`config.mk`:
```
export PLATFORM = sky130hd
export DESIGN_NAME = qea_job_sequencer
export DESIGN_NICKNAME = d
export VERILOG_FILES = /design/src/rtl/qea_job_sequencer.sv
export SDC_FILE = /design/constraint.sdc
export NUM_CORES = 1
export LEC_CHECK = 0
export BUFFER_PORTS_ARGS = -buffer_cell sky130_fd_sc_hd__buf_2
export CAP_MARGIN = 40
export CORE_AREA = 2 2 379 381
export DETAILED_ROUTE_END_ITERATION = 10
export DIE_AREA = 0 0 381 383
export SYNTH_ARGS = -nofsm -noshare
export SYNTH_HDL_FRONTEND = slang
export SYNTH_SLANG_ARGS = --single-unit
```
`constraint.sdc`:
```
create_clock -name clk -period 4.7 [get_ports clk]
set_input_delay 1.41 -clock clk [delete_from_list [all_inputs] [get_ports clk]]
set_output_delay 1.41 -clock clk [all_outputs]
set_load 0.005 [all_outputs]
```
`src/rtl/qea_job_sequencer.sv`:
```
// Job sequencer: loads gate context, initialises the state RAM to |0>, starts the QEA and streams the result rows.
// Optional build macro QEA_SEQ_CYCLE_COUNT_EN adds o_run_cycles (start-to-complete cycles of the last finished job).
module qea_job_sequencer #(
    parameter int PE_NUM_WIDTH            = 2,
    parameter int PE_NUM                  = 4,
    parameter int DATA_WIDTH              = 32,
    parameter int MAX_QBIT_WIDTH          = 6,
    parameter int STATE_ADDR_WIDTH        = 16,
    parameter int GATE_CONTEXT_ADDR_WIDTH = 16,
    parameter int NUM_FRAC_BIT            = 30,
    parameter int TIMEOUT_CYCLES          = 1048576
) (
    input  logic                                 clk,
    input  logic                                 rst,
    input  logic                                 i_job_valid,
    output logic                                 o_job_ready,
    input  logic [MAX_QBIT_WIDTH-1:0]            i_job_qbit_num,
    input  logic [GATE_CONTEXT_ADDR_WIDTH:0]     i_job_ctx_num,
    input  logic                                 i_ctx_valid,
    output logic                                 o_ctx_ready,
    input  logic [2*DATA_WIDTH-1:0]              i_ctx_data,
    output logic                                 o_qea_start,
    output logic [MAX_QBIT_WIDTH-1:0]            o_qea_qbit_num,
    output logic                                 o_ctx_en,
    output logic                                 o_ctx_wea,
    output logic [GATE_CONTEXT_ADDR_WIDTH-1:0]   o_ctx_addr,
    output logic [2*DATA_WIDTH-1:0]              o_ctx_data,
    output logic                                 o_state_ena,
    output logic                                 o_state_wea,
    output logic [STATE_ADDR_WIDTH-1:0]          o_state_addra,
    output logic [PE_NUM*2*DATA_WIDTH-1:0]       o_state_dina,
    input  logic                                 i_qea_complete,
    input  logic [PE_NUM*2*DATA_WIDTH-1:0]       i_state_dout,
    output logic                                 o_rd_valid,
    input  logic                                 i_rd_ready,
    output logic [PE_NUM*2*DATA_WIDTH-1:0]       o_rd_data,
    output logic                                 o_rd_last,
    output logic                                 o_busy,
    output logic                                 o_error
`ifdef QEA_SEQ_CYCLE_COUNT_EN
    ,
    output logic [31:0]                          o_run_cycles
`endif
);

    localparam int ROW_W  = PE_NUM*2*DATA_WIDTH;
    localparam int CNT_W  = STATE_ADDR_WIDTH+1;
    localparam int CTXN_W = GATE_CONTEXT_ADDR_WIDTH+1;
    localparam logic [DATA_WIDTH-1:0] ONE_Q = DATA_WIDTH'(1) << NUM_FRAC_BIT;

    localparam logic [2:0] S_IDLE     = 3'd0;
    localparam logic [2:0] S_LOAD_CTX = 3'd1;
    localparam logic [2:0] S_INIT_ST  = 3'd2;
    localparam logic [2:0] S_START    = 3'd3;
    localparam logic [2:0] S_RUN      = 3'd4;
    localparam logic [2:0] S_RD_REQ   = 3'd5;
    localparam logic [2:0] S_RD_WAIT  = 3'd6;
    localparam logic [2:0] S_RD_OUT   = 3'd7;

    logic [2:0]                         r_state;
    logic [MAX_QBIT_WIDTH-1:0]          r_qbit_num;
    logic [CTXN_W-1:0]                  r_ctx_num;
    logic [CTXN_W-1:0]                  r_ctx_cnt;
    logic [CNT_W-1:0]                   r_row;
    logic [31:0]                        r_cyc;
    logic                               r_error;
    logic                               r_ctx_en;
    logic [GATE_CONTEXT_ADDR_WIDTH-1:0] r_ctx_addr;
    logic [2*DATA_WIDTH-1:0]            r_ctx_data;
    logic                               r_rd_valid;
    logic [ROW_W-1:0]                   r_rd_data;
    logic                               r_rd_last;

    logic [MAX_QBIT_WIDTH-1:0]          w_shift;
    logic [CNT_W-1:0]                   w_rows_m1;
    logic                               w_job_bad;
    logic [ROW_W-1:0]                   w_row0_word;

    // Row counter is one bit wider than the address so a full 2^STATE_ADDR_WIDTH sweep never wraps.
    assign w_shift   = r_qbit_num - MAX_QBIT_WIDTH'(PE_NUM_WIDTH);
    assign w_rows_m1 = (CNT_W'(1) << w_shift) - CNT_W'(1);
    assign w_job_bad = (i_job_qbit_num < MAX_QBIT_WIDTH'(PE_NUM_WIDTH))
                    || (32'(i_job_qbit_num) > 32'(PE_NUM_WIDTH + STATE_ADDR_WIDTH))
                    || (i_job_ctx_num == '0);

    // Amplitude 1.0+0j sits in the real half of the top lane of row 0.
    genvar gi;
    generate
        for (gi = 0; gi < PE_NUM; gi++) begin : g_row0
            assign w_row0_word[gi*2*DATA_WIDTH +: 2*DATA_WIDTH] =
                (gi == PE_NUM-1) ? {ONE_Q, {DATA_WIDTH{1'b0}}} : {2*DATA_WIDTH{1'b0}};
        end
    endgenerate

    assign o_job_ready    = (r_state == S_IDLE);
    assign o_busy         = (r_state != S_IDLE);
    assign o_ctx_ready    = (r_state == S_LOAD_CTX);
    assign o_qea_start    = (r_state == S_START);
    assign o_qea_qbit_num = r_qbit_num;
    assign o_ctx_en       = r_ctx_en;
    assign o_ctx_wea      = r_ctx_en;
    assign o_ctx_addr     = r_ctx_addr;
    assign o_ctx_data     = r_ctx_data;
    assign o_state_ena    = (r_state == S_INIT_ST) || (r_state == S_RD_REQ);
    assign o_state_wea    = (r_state == S_INIT_ST);
    assign o_state_addra  = r_row[STATE_ADDR_WIDTH-1:0];
    assign o_state_dina   = ((r_state == S_INIT_ST) && (r_row == '0)) ? w_row0_word : '0;
    assign o_rd_valid     = r_rd_valid;
    assign o_rd_data      = r_rd_data;
    assign o_rd_last      = r_rd_last;
    assign o_error        = r_error;

`ifdef QEA_SEQ_CYCLE_COUNT_EN
    logic [31:0] r_run_cycles;
    assign o_run_cycles = r_run_cycles;
`endif

    always_ff @(posedge clk) begin
        if (rst) begin
            r_state    <= S_IDLE;
            r_qbit_num <= '0;
            r_ctx_num  <= '0;
            r_ctx_cnt  <= '0;
            r_row      <= '0;
            r_cyc      <= '0;
            r_error    <= 1'b0;
            r_ctx_en   <= 1'b0;
            r_ctx_addr <= '0;
            r_ctx_data <= '0;
            r_rd_valid <= 1'b0;
            r_rd_data  <= '0;
            r_rd_last  <= 1'b0;
`ifdef QEA_SEQ_CYCLE_COUNT_EN
            r_run_cycles <= '0;
`endif
        end else begin
            r_error  <= 1'b0;
            r_ctx_en <= 1'b0;
            case (r_state)
                S_IDLE: begin
                    if (i_job_valid) begin
                        r_qbit_num <= i_job_qbit_num;
                        r_ctx_num  <= i_job_ctx_num;
                        r_ctx_cnt  <= '0;
                        r_row      <= '0;
                        if (w_job_bad) r_error <= 1'b1;
                        else           r_state <= S_LOAD_CTX;
                    end
                end
                S_LOAD_CTX: begin
                    if (i_ctx_valid) begin
                        r_ctx_en   <= 1'b1;
                        r_ctx_addr <= r_ctx_cnt[GATE_CONTEXT_ADDR_WIDTH-1:0];
                        r_ctx_data <= i_ctx_data;
                        r_ctx_cnt  <= r_ctx_cnt + CTXN_W'(1);
                        if (r_ctx_cnt == r_ctx_num - CTXN_W'(1)) r_state <= S_INIT_ST;
                    end
                end
                S_INIT_ST: begin
                    if (r_row == w_rows_m1) begin
                        r_row   <= '0;
                        r_state <= S_START;
                    end else begin
                        r_row <= r_row + CNT_W'(1);
                    end
                end
                S_START: begin
                    r_cyc   <= 32'd1;
                    r_state <= S_RUN;
                end
                S_RUN: begin
                    // r_cyc equals the number of cycles elapsed since the start pulse.
                    if (i_qea_complete) begin
                        r_state <= S_RD_REQ;
`ifdef QEA_SEQ_CYCLE_COUNT_EN
                        r_run_cycles <= r_cyc;
`endif
                    end else if (r_cyc >= 32'(TIMEOUT_CYCLES - 1)) begin
                        r_error <= 1'b1;
                        r_state <= S_IDLE;
                    end else begin
                        r_cyc <= r_cyc + 32'd1;
                    end
                end
                S_RD_REQ: r_state <= S_RD_WAIT;
                S_RD_WAIT: begin
                    r_rd_data  <= i_state_dout;
                    r_rd_last  <= (r_row == w_rows_m1);
                    r_rd_valid <= 1'b1;
                    r_state    <= S_RD_OUT;
                end
                S_RD_OUT: begin
                    if (i_rd_ready) begin
                        r_rd_valid <= 1'b0;
                        if (r_rd_last) begin
                            r_row   <= '0;
                            r_state <= S_IDLE;
                        end else begin
                            r_row   <= r_row + CNT_W'(1);
                            r_state <= S_RD_REQ;
                        end
                    end
                end
                default: r_state <= S_IDLE;
            endcase
        end
    end

endmodule

```
==> results.cfg <==
[outcome]
outcome = complete, no violations

[global_routing]
grt_overflow_total = 0
grt_use_total_pct = 10.6
first_global_vias = 16900
grt_antenna_before_repair = 29
pin_count_of_the_biggest_net_entering_global_routing = 147
grt_first_pass_wirelength_um = 116000

[synthesis]
synth_seq_area_share_pct = 45.0
synth_flop_cell = dfxtp_1
synth.most_common_cell = nand2_1
synth_area_um2 = 19200
fraction_of_registers_with_async_set_or_reset_after_synthesis_pct = 0
synth_top_area_share_pct = 45.0
syn-instance-count = 2497
synth_area_leaders = dfxtp_1 (45%), nand2_1 (15%), buf_4 (11%)
synth_register_bits = 432
synthDominantAreaCellType = dfxtp_1
commonest_cells_post_synth = nand2_1 (768), dfxtp_1 (432), a21oi_1 (383), buf_4 (272), clkbuf_1 (149)
synth_edf_count = 0
synth.avg_cell_area_um2 = 7.70
number_of_library_cell_types_mapped_by_synthesis = 74
synthesis.yosys.warnings = 0

[cts]
clock_insertion_delay_worst_skew_ps = 670
clock_buffers_created_by_tritoncts = 54
clock_tree.htree_level_count = 2
post-cts-setup-buffer-count = 0
cts_tree = done
clock_sinks = 432
cts.root.buffer_cell = clkbuf_16
register_clock_pin_slew_on_the_reported_worst_setup_and_hold_paths_ps = 60
cts-hold-fix-buffers = 0
ctsLongestPathBuffers = 3

[placement]
dpl.cell_count = 4965
hpwlAfterDp_um = 63700
place.port_buffers = 718
gp_routability_congestion = 0.908

[routing]
drt_drc_violations_left = 0
ant_nets = 0
route.final.wire_length_um = 82400
detail_route.vias_per_cell = 3.68
drt_iter0_drc = 1240
wire_per_inst_um = 16.3
firstDrtPassIters = 5
vias = 18600

[final_layout]
layout.filler_cells = 16300
nets = 3474
post_layout_nonfiller_instances = 5067
finalCoreUtilization_pct = 18.1
final_layout_size_suffix_gt1_share_pct = 27.4
area_delta_synth_final_pct = 34.2

[sta]
fmaxAchievable_mhz = 224
timing.final.crit_period_ps = 4470
drv_slew = 0
finalHoldViolCount = 0
relSlewSlack_pct = 35.6
worstMarginPinSlew_ps = 966
final.setup_skew_ps = 46.6
timing.final.setup_violations = 0
period_share_pct = 95.0

[floorplan]
chipHeight_um = 383
std_cell_rows = 139
design.core.area_um2 = 142000
die_footprint_um2 = 146000
pin_count = 974
die_w_um = 381
effective_utilization_at_floorplan_pct = 13.5

[worst_hold_path]
whs_path_depth = 2
min-delay-path-class = reg -> reg

[worst_setup_path]
critical_path.startpoint_type = register
nature_of_the_critical_path_endpoint = register
crit_path_max_fanout = 22
ff2ff_setup_slack_ps = 230
cp_data_required_time_ps = 5220
worstPathArrival_ps = 4980
worst-setup-path-type = reg -> reg
worst-r2r-cell-count = 16

[pwr]
p_per_area_nw_per_um2 = 368
leakagePower_nw = 10.8
total_power_mw = 9.49
vdd_ir_drop_max_mv = 0.227

[flow_run]
max_cap_violations = 0
-- per-stage QoR --
step | hold slack [ps] | worst slack, ps | setup TNS (ps) | area, um^2
2_1_floorplan | 430 | 116 | 0 | 20200
3_3_place_gp | 438 | 122 | 0 | 23800
3_5_place_dp | 443 | -50.0 | -55.4 | 23800
4_1_cts | 451 | 115 | 0 | 25800
5_1_grt | 463 | -31.0 | -58.8 | 25800
6_report | 449 | 235 | 0 | 25800
-- registers in the layout (all words and copies together), names as in the netlist --
signal	flops
o_error	1
r_row	17
r_ctx_cnt	17
r_state	3
o_ctx_data	64
o_qea_qbit_num	6
o_rd_valid	1
o_ctx_en	1
o_rd_last	1
o_rd_data	256
r_cyc	32
o_ctx_addr	16
r_ctx_num	17
-- final cells by class --
type                       count  area, um^2  area share, %
multi-input combinational   1862        8860           34.3
clock inverter                26         369           1.43
timing repair buffer         749        3930           15.2
antenna                        2        5.00         0.0194
inverter                      19        71.3          0.276
sequential                   432        8650           33.5
tap                         1903        2380           9.23
clock buffer                  74        1540           5.96
-- per-layer routing --
| layer | global-route usage, % | part of all wire, % |
|---|---|---|
| met3 | 3.71 | 8.8 |
| met2 | 16.9 | 46 |
| met5 | 0 | 0.30 |
| met1 | 13.1 | 42 |
| met4 | 3.53 | 3.2 |
-- cell usage in the layout (no fill, tap or decap), drive strengths merged, types with 13 or more instances in the layout --
cell,synthesis,routed
a21oi,384,384
and2,15,15
and3,23,23
buf,289,748
clkbuf,149,74
conb,1,255
dfxtp,432,432
inv,19,25
nand2,768,768
nand3,33,33
nand4,13,13
nor2,88,88
nor3,19,19
nor4,27,27
o21ai,28,28
xnor2,21,21
xor2,40,40
-- final timing paths --
check	start	end
worst max register to register	o_qea_qbit_num[2]	r_row[14]
worst max-delay path	o_qea_qbit_num[2]	r_row[14]
worst min register to register	o_rd_data[206]	o_rd_data[206]
worst min-delay path	o_rd_data[206]	o_rd_data[206]
-- power breakdown --
| group | leakage (nW) | internal, mW | total, mW | switching [mW] |
|---|---|---|---|---|
| clock network | 0.921 | 2.60 | 4.45 | 1.85 |
| logic | 6.38 | 0.429 | 1.19 | 0.761 |
| registers | 3.48 | 3.76 | 3.86 | 0.0997 |
-- critical path, stage by stage (launching register included) --
cell       delay, ps
dfxtp_1          480
inv_1             80
ha_1             200
or2_1            280
or4_1            470
nand2_1          170
nand4_1          130
ha_1             340
nand3b_1         150
a21oi_1           80
a2111oi_1        450
nor2_1           100
nor3_1           290
nand4bb_1        170
o41a_4           620
a311oi_2         270
nor2_1            70
-- logic make-up (layout without fill, tap and decap cells) --
family          Yosys count  count (layout)  synth area share, %
simple gates           1043            1043                 23.0
other cells               1             257               0.0195
xor+xnor                 61              61                 2.78
fa+ha+maj                 7               7                0.456
buf+inv                 457             868                 14.3
flops                   432             432                 45.0
compound gates          489             489                 14.1
mux                       7               7                0.364
-- timing repair --
item | CTS | global route
cloned | 0 | 0
hold endpoints to repair | 0 | 0
endpoints found under the setup margin | 8 | 19
gates resized for setup | 1 | 9
Power figures use the tool's default switching activity.
